**src/rtl/boot_loader_pkg.sv**
```systemverilog
// Shared definitions for the boot loader: record type codes, FSM state
// encodings, header field positions and a word-to-byte address helper.
package boot_loader_pkg;

  typedef enum logic [1:0] {
    BOOT_TYPE_INSTR = 2'b00,
    BOOT_TYPE_DATA  = 2'b01,
    BOOT_TYPE_START = 2'b10,
    BOOT_TYPE_RSVD  = 2'b11
  } boot_type_e;

  typedef enum logic [2:0] {
    BOOT_HDR   = 3'd0,
    BOOT_LOAD  = 3'd1,
    BOOT_RUN   = 3'd2,
    BOOT_ERROR = 3'd3,
    BOOT_CHK   = 3'd4
  } boot_state_e;

  localparam int HDR_TYPE_MSB = 31;
  localparam int HDR_TYPE_LSB = 30;
  localparam int HDR_RSVD_MSB = 29;
  localparam int HDR_RSVD_LSB = 16;
  localparam int HDR_CNT_MSB  = 15;
  localparam int HDR_CNT_LSB  = 0;

  // Payload word index to BRAM byte address (word k lives at k*4).
  function automatic logic [17:0] word_to_byte_addr(input logic [15:0] k);
    return {k, 2'b00};
  endfunction

endpackage

```
**src/rtl/boot_loader_if.sv**
```systemverilog
// Valid/ready word stream from the host word assembler into the loader.
interface boot_loader_if #(
  parameter int DATA_WIDTH = 32
) ();
  logic [DATA_WIDTH-1:0] s_dat;
  logic                  s_valid;
  logic                  s_ready;

  modport master (output s_dat, output s_valid, input s_ready);
  modport slave  (input s_dat, input s_valid, output s_ready);
endinterface

```
**src/rtl/boot_loader_hdr_decode.sv**
```systemverilog
// Combinational header decoder: splits a header word into type and count and
// flags whether the record is well formed for the configured BRAM depths.
module boot_loader_hdr_decode
  import boot_loader_pkg::*;
#(
  parameter int DATA_WIDTH = 32,
  parameter int I_DEPTH    = 256,
  parameter int D_DEPTH    = 256
) (
  input  logic [DATA_WIDTH-1:0] i_hdr,
  output boot_type_e            o_type,
  output logic [15:0]           o_cnt,
  output logic                  o_zero,
  output logic                  o_valid
);

  logic w_rsvd_ok;
  logic w_cnt_ok;

  // Field extraction and legality check of the header word.
  always_comb begin
    o_type    = boot_type_e'(i_hdr[HDR_TYPE_MSB:HDR_TYPE_LSB]);
    o_cnt     = i_hdr[HDR_CNT_MSB:HDR_CNT_LSB];
    o_zero    = (o_cnt == 16'd0);
    w_rsvd_ok = (i_hdr[HDR_RSVD_MSB:HDR_RSVD_LSB] == 14'd0);
    case (o_type)
      BOOT_TYPE_INSTR: w_cnt_ok = ({1'b0, o_cnt} <= 17'(I_DEPTH));
      BOOT_TYPE_DATA:  w_cnt_ok = ({1'b0, o_cnt} <= 17'(D_DEPTH));
      BOOT_TYPE_START: w_cnt_ok = 1'b1;
      default:         w_cnt_ok = 1'b0;
    endcase
    o_valid = w_rsvd_ok & w_cnt_ok;
  end

endmodule

```
**src/rtl/boot_loader.sv**
```systemverilog
// Boot loader: parses framed records from a word stream, writes instruction
// and data payloads into their BRAMs, then releases the core on START.
// Optional macro BOOT_LOADER_CHECKSUM_EN adds a trailing per-record checksum
// word (32-bit wrapping sum of the payload) checked in a CHK state.
module boot_loader
  import boot_loader_pkg::*;
#(
  parameter int DATA_WIDTH = 32,
  parameter int ADDR_WIDTH = 10,
  parameter int I_DEPTH    = 256,
  parameter int D_DEPTH    = 256
) (
  input  logic                  clk,
  input  logic                  rst,
  boot_loader_if.slave          s_if,
  input  logic                  reload,
  output logic [ADDR_WIDTH-1:0] i_w_addr,
  output logic [DATA_WIDTH-1:0] i_w_dat,
  output logic                  i_w_enb,
  output logic [ADDR_WIDTH-1:0] d_w_addr,
  output logic [DATA_WIDTH-1:0] d_w_dat,
  output logic                  d_w_enb,
  output logic                  d_bram_init_done,
  output logic                  pc_stall,
  output logic                  i_r_enb,
  output logic                  rd_enbl,
  output logic                  err
);

  boot_state_e           r_state, w_next;
  boot_type_e            r_type, w_hdr_type;
  logic [15:0]           r_cnt, r_k, w_hdr_cnt;
  logic                  w_hdr_zero, w_hdr_valid, w_acc, w_last, w_ready_next;
  logic [ADDR_WIDTH-1:0] w_wr_addr;
  logic                  r_s_ready, r_pc_stall, r_init_done, r_rd_en, r_err;
  logic                  r_i_w_enb, r_d_w_enb;
  logic [ADDR_WIDTH-1:0] r_i_w_addr, r_d_w_addr;
  logic [DATA_WIDTH-1:0] r_i_w_dat, r_d_w_dat;
`ifdef BOOT_LOADER_CHECKSUM_EN
  logic [DATA_WIDTH-1:0] r_sum;
`endif

  boot_loader_hdr_decode #(
    .DATA_WIDTH(DATA_WIDTH), .I_DEPTH(I_DEPTH), .D_DEPTH(D_DEPTH)
  ) u_hdr_decode (
    .i_hdr  (s_if.s_dat),
    .o_type (w_hdr_type),
    .o_cnt  (w_hdr_cnt),
    .o_zero (w_hdr_zero),
    .o_valid(w_hdr_valid)
  );

  assign w_acc     = s_if.s_valid & r_s_ready;
  assign w_last    = (r_k == (r_cnt - 16'd1));
  assign w_wr_addr = ADDR_WIDTH'(word_to_byte_addr(r_k));

  // Next-state decode of the record-parsing FSM.
  always_comb begin
    w_next = r_state;
    case (r_state)
      BOOT_HDR: begin
        if (!w_acc)                              w_next = BOOT_HDR;
        else if (!w_hdr_valid)                   w_next = BOOT_ERROR;
        else if (w_hdr_type == BOOT_TYPE_START)  w_next = BOOT_RUN;
        else if (w_hdr_zero)                     w_next = BOOT_HDR;
        else                                     w_next = BOOT_LOAD;
      end
      BOOT_LOAD: begin
        if (w_acc && w_last) begin
`ifdef BOOT_LOADER_CHECKSUM_EN
          w_next = BOOT_CHK;
`else
          w_next = BOOT_HDR;
`endif
        end else begin
          w_next = BOOT_LOAD;
        end
      end
      BOOT_RUN:   w_next = reload ? BOOT_HDR : BOOT_RUN;
      BOOT_ERROR: w_next = reload ? BOOT_HDR : BOOT_ERROR;
`ifdef BOOT_LOADER_CHECKSUM_EN
      BOOT_CHK: begin
        if (!w_acc)                     w_next = BOOT_CHK;
        else if (s_if.s_dat == r_sum)   w_next = BOOT_HDR;
        else                            w_next = BOOT_ERROR;
      end
`endif
      default:    w_next = BOOT_ERROR;
    endcase
    w_ready_next = (w_next == BOOT_HDR) || (w_next == BOOT_LOAD) || (w_next == BOOT_CHK);
  end

  // State register plus status outputs registered from the next state.
  always_ff @(posedge clk or negedge rst) begin
    if (!rst) begin
      r_state     <= BOOT_HDR;
      r_s_ready   <= 1'b0;
      r_pc_stall  <= 1'b1;
      r_init_done <= 1'b0;
      r_rd_en     <= 1'b0;
      r_err       <= 1'b0;
    end else begin
      r_state     <= w_next;
      r_s_ready   <= w_ready_next;
      r_pc_stall  <= (w_next != BOOT_RUN);
      r_init_done <= (w_next == BOOT_RUN);
      r_rd_en     <= (w_next == BOOT_RUN);
      r_err       <= (w_next == BOOT_ERROR);
    end
  end

  // Record bookkeeping: latch type/count on a header, advance the word index.
  always_ff @(posedge clk or negedge rst) begin
    if (!rst) begin
      r_type <= BOOT_TYPE_INSTR;
      r_cnt  <= 16'd0;
      r_k    <= 16'd0;
`ifdef BOOT_LOADER_CHECKSUM_EN
      r_sum  <= '0;
`endif
    end else if (r_state == BOOT_HDR && w_acc) begin
      r_type <= w_hdr_type;
      r_cnt  <= w_hdr_cnt;
      r_k    <= 16'd0;
`ifdef BOOT_LOADER_CHECKSUM_EN
      r_sum  <= '0;
`endif
    end else if (r_state == BOOT_LOAD && w_acc) begin
      r_k    <= r_k + 16'd1;
`ifdef BOOT_LOADER_CHECKSUM_EN
      r_sum  <= r_sum + s_if.s_dat;
`endif
    end else begin
      r_k    <= r_k;
    end
  end

  // BRAM write ports: one-cycle enable pulse per accepted payload word.
  always_ff @(posedge clk or negedge rst) begin
    if (!rst) begin
      r_i_w_enb  <= 1'b0;
      r_i_w_addr <= '0;
      r_i_w_dat  <= '0;
      r_d_w_enb  <= 1'b0;
      r_d_w_addr <= '0;
      r_d_w_dat  <= '0;
    end else begin
      r_i_w_enb <= 1'b0;
      r_d_w_enb <= 1'b0;
      if (r_state == BOOT_LOAD && w_acc) begin
        if (r_type == BOOT_TYPE_INSTR) begin
          r_i_w_enb  <= 1'b1;
          r_i_w_addr <= w_wr_addr;
          r_i_w_dat  <= s_if.s_dat;
        end else begin
          r_d_w_enb  <= 1'b1;
          r_d_w_addr <= w_wr_addr;
          r_d_w_dat  <= s_if.s_dat;
        end
      end
    end
  end

  assign s_if.s_ready     = r_s_ready;
  assign i_w_addr         = r_i_w_addr;
  assign i_w_dat          = r_i_w_dat;
  assign i_w_enb          = r_i_w_enb;
  assign d_w_addr         = r_d_w_addr;
  assign d_w_dat          = r_d_w_dat;
  assign d_w_enb          = r_d_w_enb;
  assign d_bram_init_done = r_init_done;
  assign pc_stall         = r_pc_stall;
  assign i_r_enb          = r_rd_en;
  assign rd_enbl          = r_rd_en;
  assign err              = r_err;

endmodule

```
**src/flat_wrapper.sv**
```systemverilog
// flat-port wrapper written by rule: the top's interface ports become plain ports
module boot_loader_flat import boot_loader_pkg::*;
#(
  parameter int DATA_WIDTH = 32,
  parameter int ADDR_WIDTH = 10,
  parameter int I_DEPTH    = 256,
  parameter int D_DEPTH    = 256
)
  (clk, rst, reload, i_w_addr, i_w_dat, i_w_enb, d_w_addr, d_w_dat, d_w_enb, d_bram_init_done, pc_stall, i_r_enb, rd_enbl, err, s_if_s_dat, s_if_s_valid, s_if_s_ready);
  boot_loader_if #(.DATA_WIDTH(DATA_WIDTH)) s_if_i ();
  input  logic clk;
  input  logic rst;
  input  logic reload;
  output logic [ADDR_WIDTH-1:0] i_w_addr;
  output logic [DATA_WIDTH-1:0] i_w_dat;
  output logic i_w_enb;
  output logic [ADDR_WIDTH-1:0] d_w_addr;
  output logic [DATA_WIDTH-1:0] d_w_dat;
  output logic d_w_enb;
  output logic d_bram_init_done;
  output logic pc_stall;
  output logic i_r_enb;
  output logic rd_enbl;
  output logic err;
  input wire logic [$bits(s_if_i.s_dat)-1:0] s_if_s_dat;
  input wire logic [$bits(s_if_i.s_valid)-1:0] s_if_s_valid;
  output wire logic [$bits(s_if_i.s_ready)-1:0] s_if_s_ready;
  assign s_if_i.s_dat = s_if_s_dat;
  assign s_if_i.s_valid = s_if_s_valid;
  assign s_if_s_ready = s_if_i.s_ready;
  boot_loader #(.DATA_WIDTH(DATA_WIDTH), .ADDR_WIDTH(ADDR_WIDTH), .I_DEPTH(I_DEPTH), .D_DEPTH(D_DEPTH)) u_core (.clk(clk), .rst(rst), .s_if(s_if_i), .reload(reload), .i_w_addr(i_w_addr), .i_w_dat(i_w_dat), .i_w_enb(i_w_enb), .d_w_addr(d_w_addr), .d_w_dat(d_w_dat), .d_w_enb(d_w_enb), .d_bram_init_done(d_bram_init_done), .pc_stall(pc_stall), .i_r_enb(i_r_enb), .rd_enbl(rd_enbl), .err(err));
endmodule
```
**config.mk**
```make
export PLATFORM = sky130hd
export DESIGN_NAME = boot_loader_flat
export DESIGN_NICKNAME = d
export VERILOG_FILES = /design/src/rtl/boot_loader_pkg.sv /design/src/rtl/boot_loader_if.sv /design/src/rtl/boot_loader_hdr_decode.sv /design/src/rtl/boot_loader.sv /design/src/flat_wrapper.sv
export SDC_FILE = /design/constraint.sdc
export NUM_CORES = 1
export LEC_CHECK = 0
export CAP_MARGIN = 20
export CORE_MARGIN = 5
export CORE_UTILIZATION = 50
export CTS_BUF_LIST = sky130_fd_sc_hd__clkbuf_4 sky130_fd_sc_hd__clkbuf_8
export CTS_CLUSTER_SIZE = 12
export DETAILED_ROUTE_END_ITERATION = 8
export PLACE_DENSITY = 0.85
export SYNTH_ARGS = -nofsm -noshare
export SYNTH_HDL_FRONTEND = slang
export SYNTH_SLANG_ARGS = --single-unit
export TNS_END_PERCENT = 1
```
**constraint.sdc**
```tcl
create_clock -name clk -period 3 [get_ports clk]
set_clock_uncertainty 0.2 [all_clocks]
set_input_delay 0.75 -clock clk [delete_from_list [all_inputs] [get_ports clk]]
set_output_delay 0.75 -clock clk [all_outputs]
set_load 0.01 [all_outputs]
```
# Word level (Yosys, flattened, before mapping)
# Index checks and enable logic that the tools add are counted.
# word_totals
out_inout_bits	92
inputBits	36
word_cells	61
register_bits	123
# op_classes
magnitude_cmp	1
n_eq_ne	11
reduce_logical	15
bitwise_logic	3
n_addsub	2
muxes	15
# op_table
operator	n
16-bit 2-to-1 mux	2
16-bit by 1-bit adder with 16-bit output, second input constant	1
16-bit == test	1
16-bit by 9-bit less-or-equal comparator with 1-bit output, second input constant	1
16-bit logical NOT	1
16-bit by 1-bit subtractor with 16-bit output, second input constant	1
14-bit logical NOT	1
3-bit by 2-bit == test with 1-bit output, second input constant	4
3-bit case mux with 4 select lines	1
3-bit 2-to-1 mux	3
3-bit by 1-bit == test with 1-bit output, second input constant	2
3-bit logical NOT	2
1-bit 2-to-1 mux	6
2-bit logical NOT	2
2-bit 2-to-1 mux	2
2-bit AND reduction	2
3-bit == test, second input constant	1
1-bit logical AND	3
3-bit by 2-bit != test with 1-bit output, second input constant	1
1-bit AND	2
2-bit by 1-bit == test with 1-bit output, second input constant	1
2-bit == test, second input constant	1
1-bit logical OR	2
1-bit case mux with 2 select lines	1
other kinds (3)	3

# Depth between registers and ports, before layout
# depth
word_depth	10
mapped_depth	9
ltp_nobuf	8

# Cells and area by module
# From an unflattened synthesis, not the netlist that was laid out.
# hier_totals
cells_unflattened	533
area_unflattened_um2	5610.4
# modules_own_cells
module	n_inst	seq_area_each_um2	cells_each	area_per_inst_um2
boot_loader	1	3054.2	500	5357.6
boot_loader_hdr_decode	1	0.0	33	252.7

# Least setup slack after synthesis
# Ideal clock, no wire load.
# synth_timing
path_kind	input-to-reg
from	input s_if_s_valid
to	register u_core.r_cnt[13]
setup_ns	0.125
required_time_ns	2.675
arrival_time_ns	2.064
path_stages	4
n_path_buf	1
path_slack_ns	0.611
path_cell_list	nand3b_1 > nor2_1 > clkbuf_1 > mux2_2
# synth_via
elab_chain_len	2
# synth_lines
item	line_no	rtl
start, declared	flat_wrapper.sv:26	input wire logic [$bits(s_if_i.s_valid)-1:0] s_if_s_valid;
1-bit AND	boot_loader.sv:53	assign w_acc = s_if.s_valid & r_s_ready;
1-bit logical AND	boot_loader.sv:121	end else if (r_state == BOOT_HDR && w_acc) begin
end signal, assigned	boot_loader.sv:123	r_cnt <= w_hdr_cnt;
end, declared	boot_loader.sv:32	logic [15:0] r_cnt, r_k, w_hdr_cnt;
# Every way passes these cells.
# A chain may end at the register's enable or synchronous reset.

# Worst setup path in the final report
# layout_timing
from	register u_core.r_cnt[0]
to	register u_core.r_state[0]
# layout_via
elab_chain_len	5
# layout_lines
item	line_no	rtl
16-bit by 1-bit subtractor with 16-bit output	boot_loader.sv:54	assign w_last = (r_k == (r_cnt - 16'd1));
16-bit == test	boot_loader.sv:54	
1-bit logical AND	boot_loader.sv:69	if (w_acc && w_last) begin
1-bit 2-to-1 mux	boot_loader.sv:69	
3-bit case mux with 4 select lines	boot_loader.sv:60	case (r_state)
named net u_core.w_next[0]	boot_loader.sv:30	boot_state_e r_state, w_next;
end signal, assigned	boot_loader.sv:103	r_state <= w_next;
end, declared	boot_loader.sv:30	
# The timed path passes the listed nets, and every way through them passes these cells.

==> impl_metrics.json <==
{
  "nets": 685,
  "clockRootBuffer": "clkbuf_8",
  "yosys.area_share.simple": 0.193,
  "tritoncts": "yes",
  "crit_path_start_kind": "flip-flop",
  "synth_compound_area_frac": 0.0403,
  "async_flop_share": 1.00,
  "htreeDepth": 4,
  "drt_pass1_iterations": 4,
  "grt_pass1_vias": 4658,
  "synth-warning-count": 0,
  "io_pins": 128,
  "gr-total-overflow": 0,
  "clock_sinks": 122,
  "numPortBuffers": 123,
  "worstSetupPathType": "flip-flop to flip-flop",
  "outcome": "completed",
  "layout_common_cells": "137 x nand2_1, 122 x clkdlybuf4s50_1, 121 x dfrtp_1, 55 x mux2_2, 22 x nor2_1",
  "postRouteWirelength_um": 14600,
  "ant_nets": 0,
  "via_count": 4356,
  "synth_seq_cells": 122,
  "p_leak_nw": 3.23,
  "final-setup-viol-count": 0,
  "max_stage_delay_ns": 0.53,
  "path_max_fanout": 6,
  "track_usage": 0.234,
  "drc_errors": 0,
  "tns_ns": 0,
  "cts_inserted_buffers": 17,
  "synthMuxAreaShare": 0.117,
  "cp_slowest_cell": "or4b_1",
  "rows": 38,
  "via_per_inst": 5.45,
  "max-vdd-ir-drop_v": 0.000619,
  "hold_viol": 0,
  "num_antenna_cells": 0,
  "final_layout_size_suffix_gt1_frac": 0.174,
  "rsz0062_at_grt": "false",
  "synth-main-ff-cell": "dfrtp_1",
  "insertion_delay_ns": 0.43,
  "cp_data_required_time_ns": 3.11,
  "syn_area_um2": 5460,
  "core-area_um2": 10700,
  "crit_path_end_kind": "flip-flop",
  "final_common_cell": "nand2_1",
  "drtIter0Drc": 267,
  "utilization": 0.685,
  "place_congestion": 0.898,
  "avgRoutedWirePerCell_um": 18.2,
  "fp.dieH_um": 114,
  "cts_buffer_depth": 2,
  "period_needed_ns": 2.56,
  "worstPathCellList": "inv_1 > ha_1 > or4b_1 > nor4_1 > xnor2_1 > o21ai_0 > o311a_1 > a31oi_1",
  "antenna_found_initial": 0,
  "post-route-period-util": 0.853,
  "dpl.hpwl_um": 10400,
  "hold_class": "flip-flop to flip-flop",
  "ys_seq_area_frac": 0.560,
  "synth_edf_count": 0,
  "synth.avg_cell_area_um2": 10.6,
  "dieArea_um2": 13100,
  "maxSlewViolCount": 0,
  "crit_buf_inv": 1,
  "power_density_nw_per_um2": 1020,
  "fillers": 817,
  "initial_core_util": 0.508,
  "grt_pass1_wl_um": 23700,
  "clk_pin_slew_ns": 0.07,
  "grt_max_degree": 73,
  "syn_to_final_growth_pct": 34.8,
  "cts_hold_buf": 1,
  "synth-xor-area-share": 0.0507,
  "ctsResizeCount": 0,
  "synth_cell_types": 51,
  "synth_adder_area_share": 0.00459,
  "postCtsSetupBuffers": 0,
  "path_delay_family": "simple AND/OR/NAND/NOR gates",
  "die_w_um": 114,
  "arrival_ns": 2.67,
  "synth_top_family_by_area": "simple AND/OR/NAND/NOR gates",
  "syn_inst": 514,
  "max_cap_viol_count": 0,
  "clock.fmax_ghz": 0.391
}
cell type report:
class	count	area (µm²)	share of cell area
tap	140	175	0.0238
inverter	10	37.5	0.00510
clock buffer	22	290	0.0394
clock inverter	10	140	0.0190
sequential	122	3050	0.415
timing repair buffer	142	1420	0.193
multi-input combinational	354	2240	0.304
stage by stage:
stage          power (mW)  setup slack [ns]  instances  hold WS [ns]  area, µm²
6_report             7.54             0.440        800         0.274       7360
4_1_cts              7.58             0.458        800         0.279       7360
3_5_place_dp         5.97             0.105        767         0.262       6920
3_3_place_gp         5.86             0.136        767         0.258       6920
5_1_grt              7.98             0.228        800         0.299       7360
2_1_floorplan        4.35             0.611        517         0.254       5470
routing by layer:
| metal | track usage | vias to the layer above | share of wire |
|---|---|---|---|
| met5 | 0 | - | 0 |
| met4 | 0.0736 | 0 | 0.011 |
| met3 | 0.0978 | 18 | 0.088 |
| met2 | 0.381 | 151 | 0.49 |
| met1 | 0.282 | 2190 | 0.41 |
| li1 | - | 1997 | - |
final timing paths:
kind / start / to / slack [ns] / cells after the start
min reg2reg: u_core.i_w_addr[5] / u_core.i_w_addr[5] / 0.27 / 2
max: u_core.r_cnt[0] / u_core.r_state[0] / 0.44 / 8
max in group asynchronous: rst / u_core.pc_stall / 1.34 / 3
max reg2reg: u_core.r_cnt[0] / u_core.r_state[0] / 0.44 / 8
min in group asynchronous: rst / u_core.r_k[11] / 0.54 / 2
min: u_core.i_w_addr[5] / u_core.i_w_addr[5] / 0.27 / 2
registers in the layout, indices dropped and copies added (netlist names), 2 cells and up:
name / count
u_core.i_w_addr: 8
u_core.r_type: 2
u_core.d_w_dat: 32
u_core.d_w_addr: 8
u_core.r_state: 2
u_core.r_k: 16
u_core.i_w_dat: 32
u_core.r_cnt: 16
where the power goes:
group / switching (mW) / leakage [nW] / internal (mW)
clock: 0.663 / 0.212 / 0.908
sequential: 0.544 / 1.53 / 2.30
combinational: 1.42 / 1.49 / 1.71
logic make-up (layout without fill, tap and decap cells):
| family | count (synthesis) | after routing |
|---|---|---|
| AOI/OAI and AO/OA | 32 | 32 |
| xor gates and xnor gates | 30 | 30 |
| adders and majority gates | 2 | 2 |
| buffers and inverters | 41 | 184 |
| DFF | 122 | 122 |
| muxes | 57 | 57 |
| other | 1 | 4 |
| and+or+nand+nor | 229 | 229 |
cells in the mapped netlist (all sizes together), types with 2 or more instances:
| cell type | number | area (µm²) |
|---|---|---|
| dfrtp | 121 | 3030 |
| a2111oi | 2 | 36.3 |
| xor2 | 12 | 105 |
| nand3b | 2 | 15.0 |
| nand4 | 5 | 31.3 |
| nand3 | 8 | 40.0 |
| ha | 2 | 25.0 |
| or3 | 7 | 43.8 |
| inv | 10 | 37.5 |
| o21ai | 13 | 65.1 |
| and3 | 2 | 12.5 |
| or4 | 3 | 26.3 |
| nor2 | 24 | 90.1 |
| nor2b | 4 | 25.0 |
| a31oi | 2 | 12.5 |
| a211oi | 2 | 15.0 |
| clkbuf | 21 | 78.8 |
| or2 | 2 | 15.0 |
| or4b | 2 | 20.0 |
| and2 | 2 | 12.5 |
| buf | 10 | 70.1 |
| nor4 | 16 | 115 |
| nand2 | 137 | 514 |
| a21oi | 6 | 30.0 |
| mux2i | 2 | 20.0 |
| nor3 | 10 | 50.1 |
| xnor2 | 17 | 149 |
| mux2 | 55 | 619 |
worst reg2reg max path, cell delays in order (launching register included):
cell and delay, ns:
dfrtp_1 0.47, inv_1 0.11, ha_1 0.18, or4b_1 0.53, nor4_1 0.37, xnor2_1 0.10, o21ai_0 0.17, o311a_1 0.22
a31oi_1 0.09
Note: power is estimated with default switching activity, not from simulation.
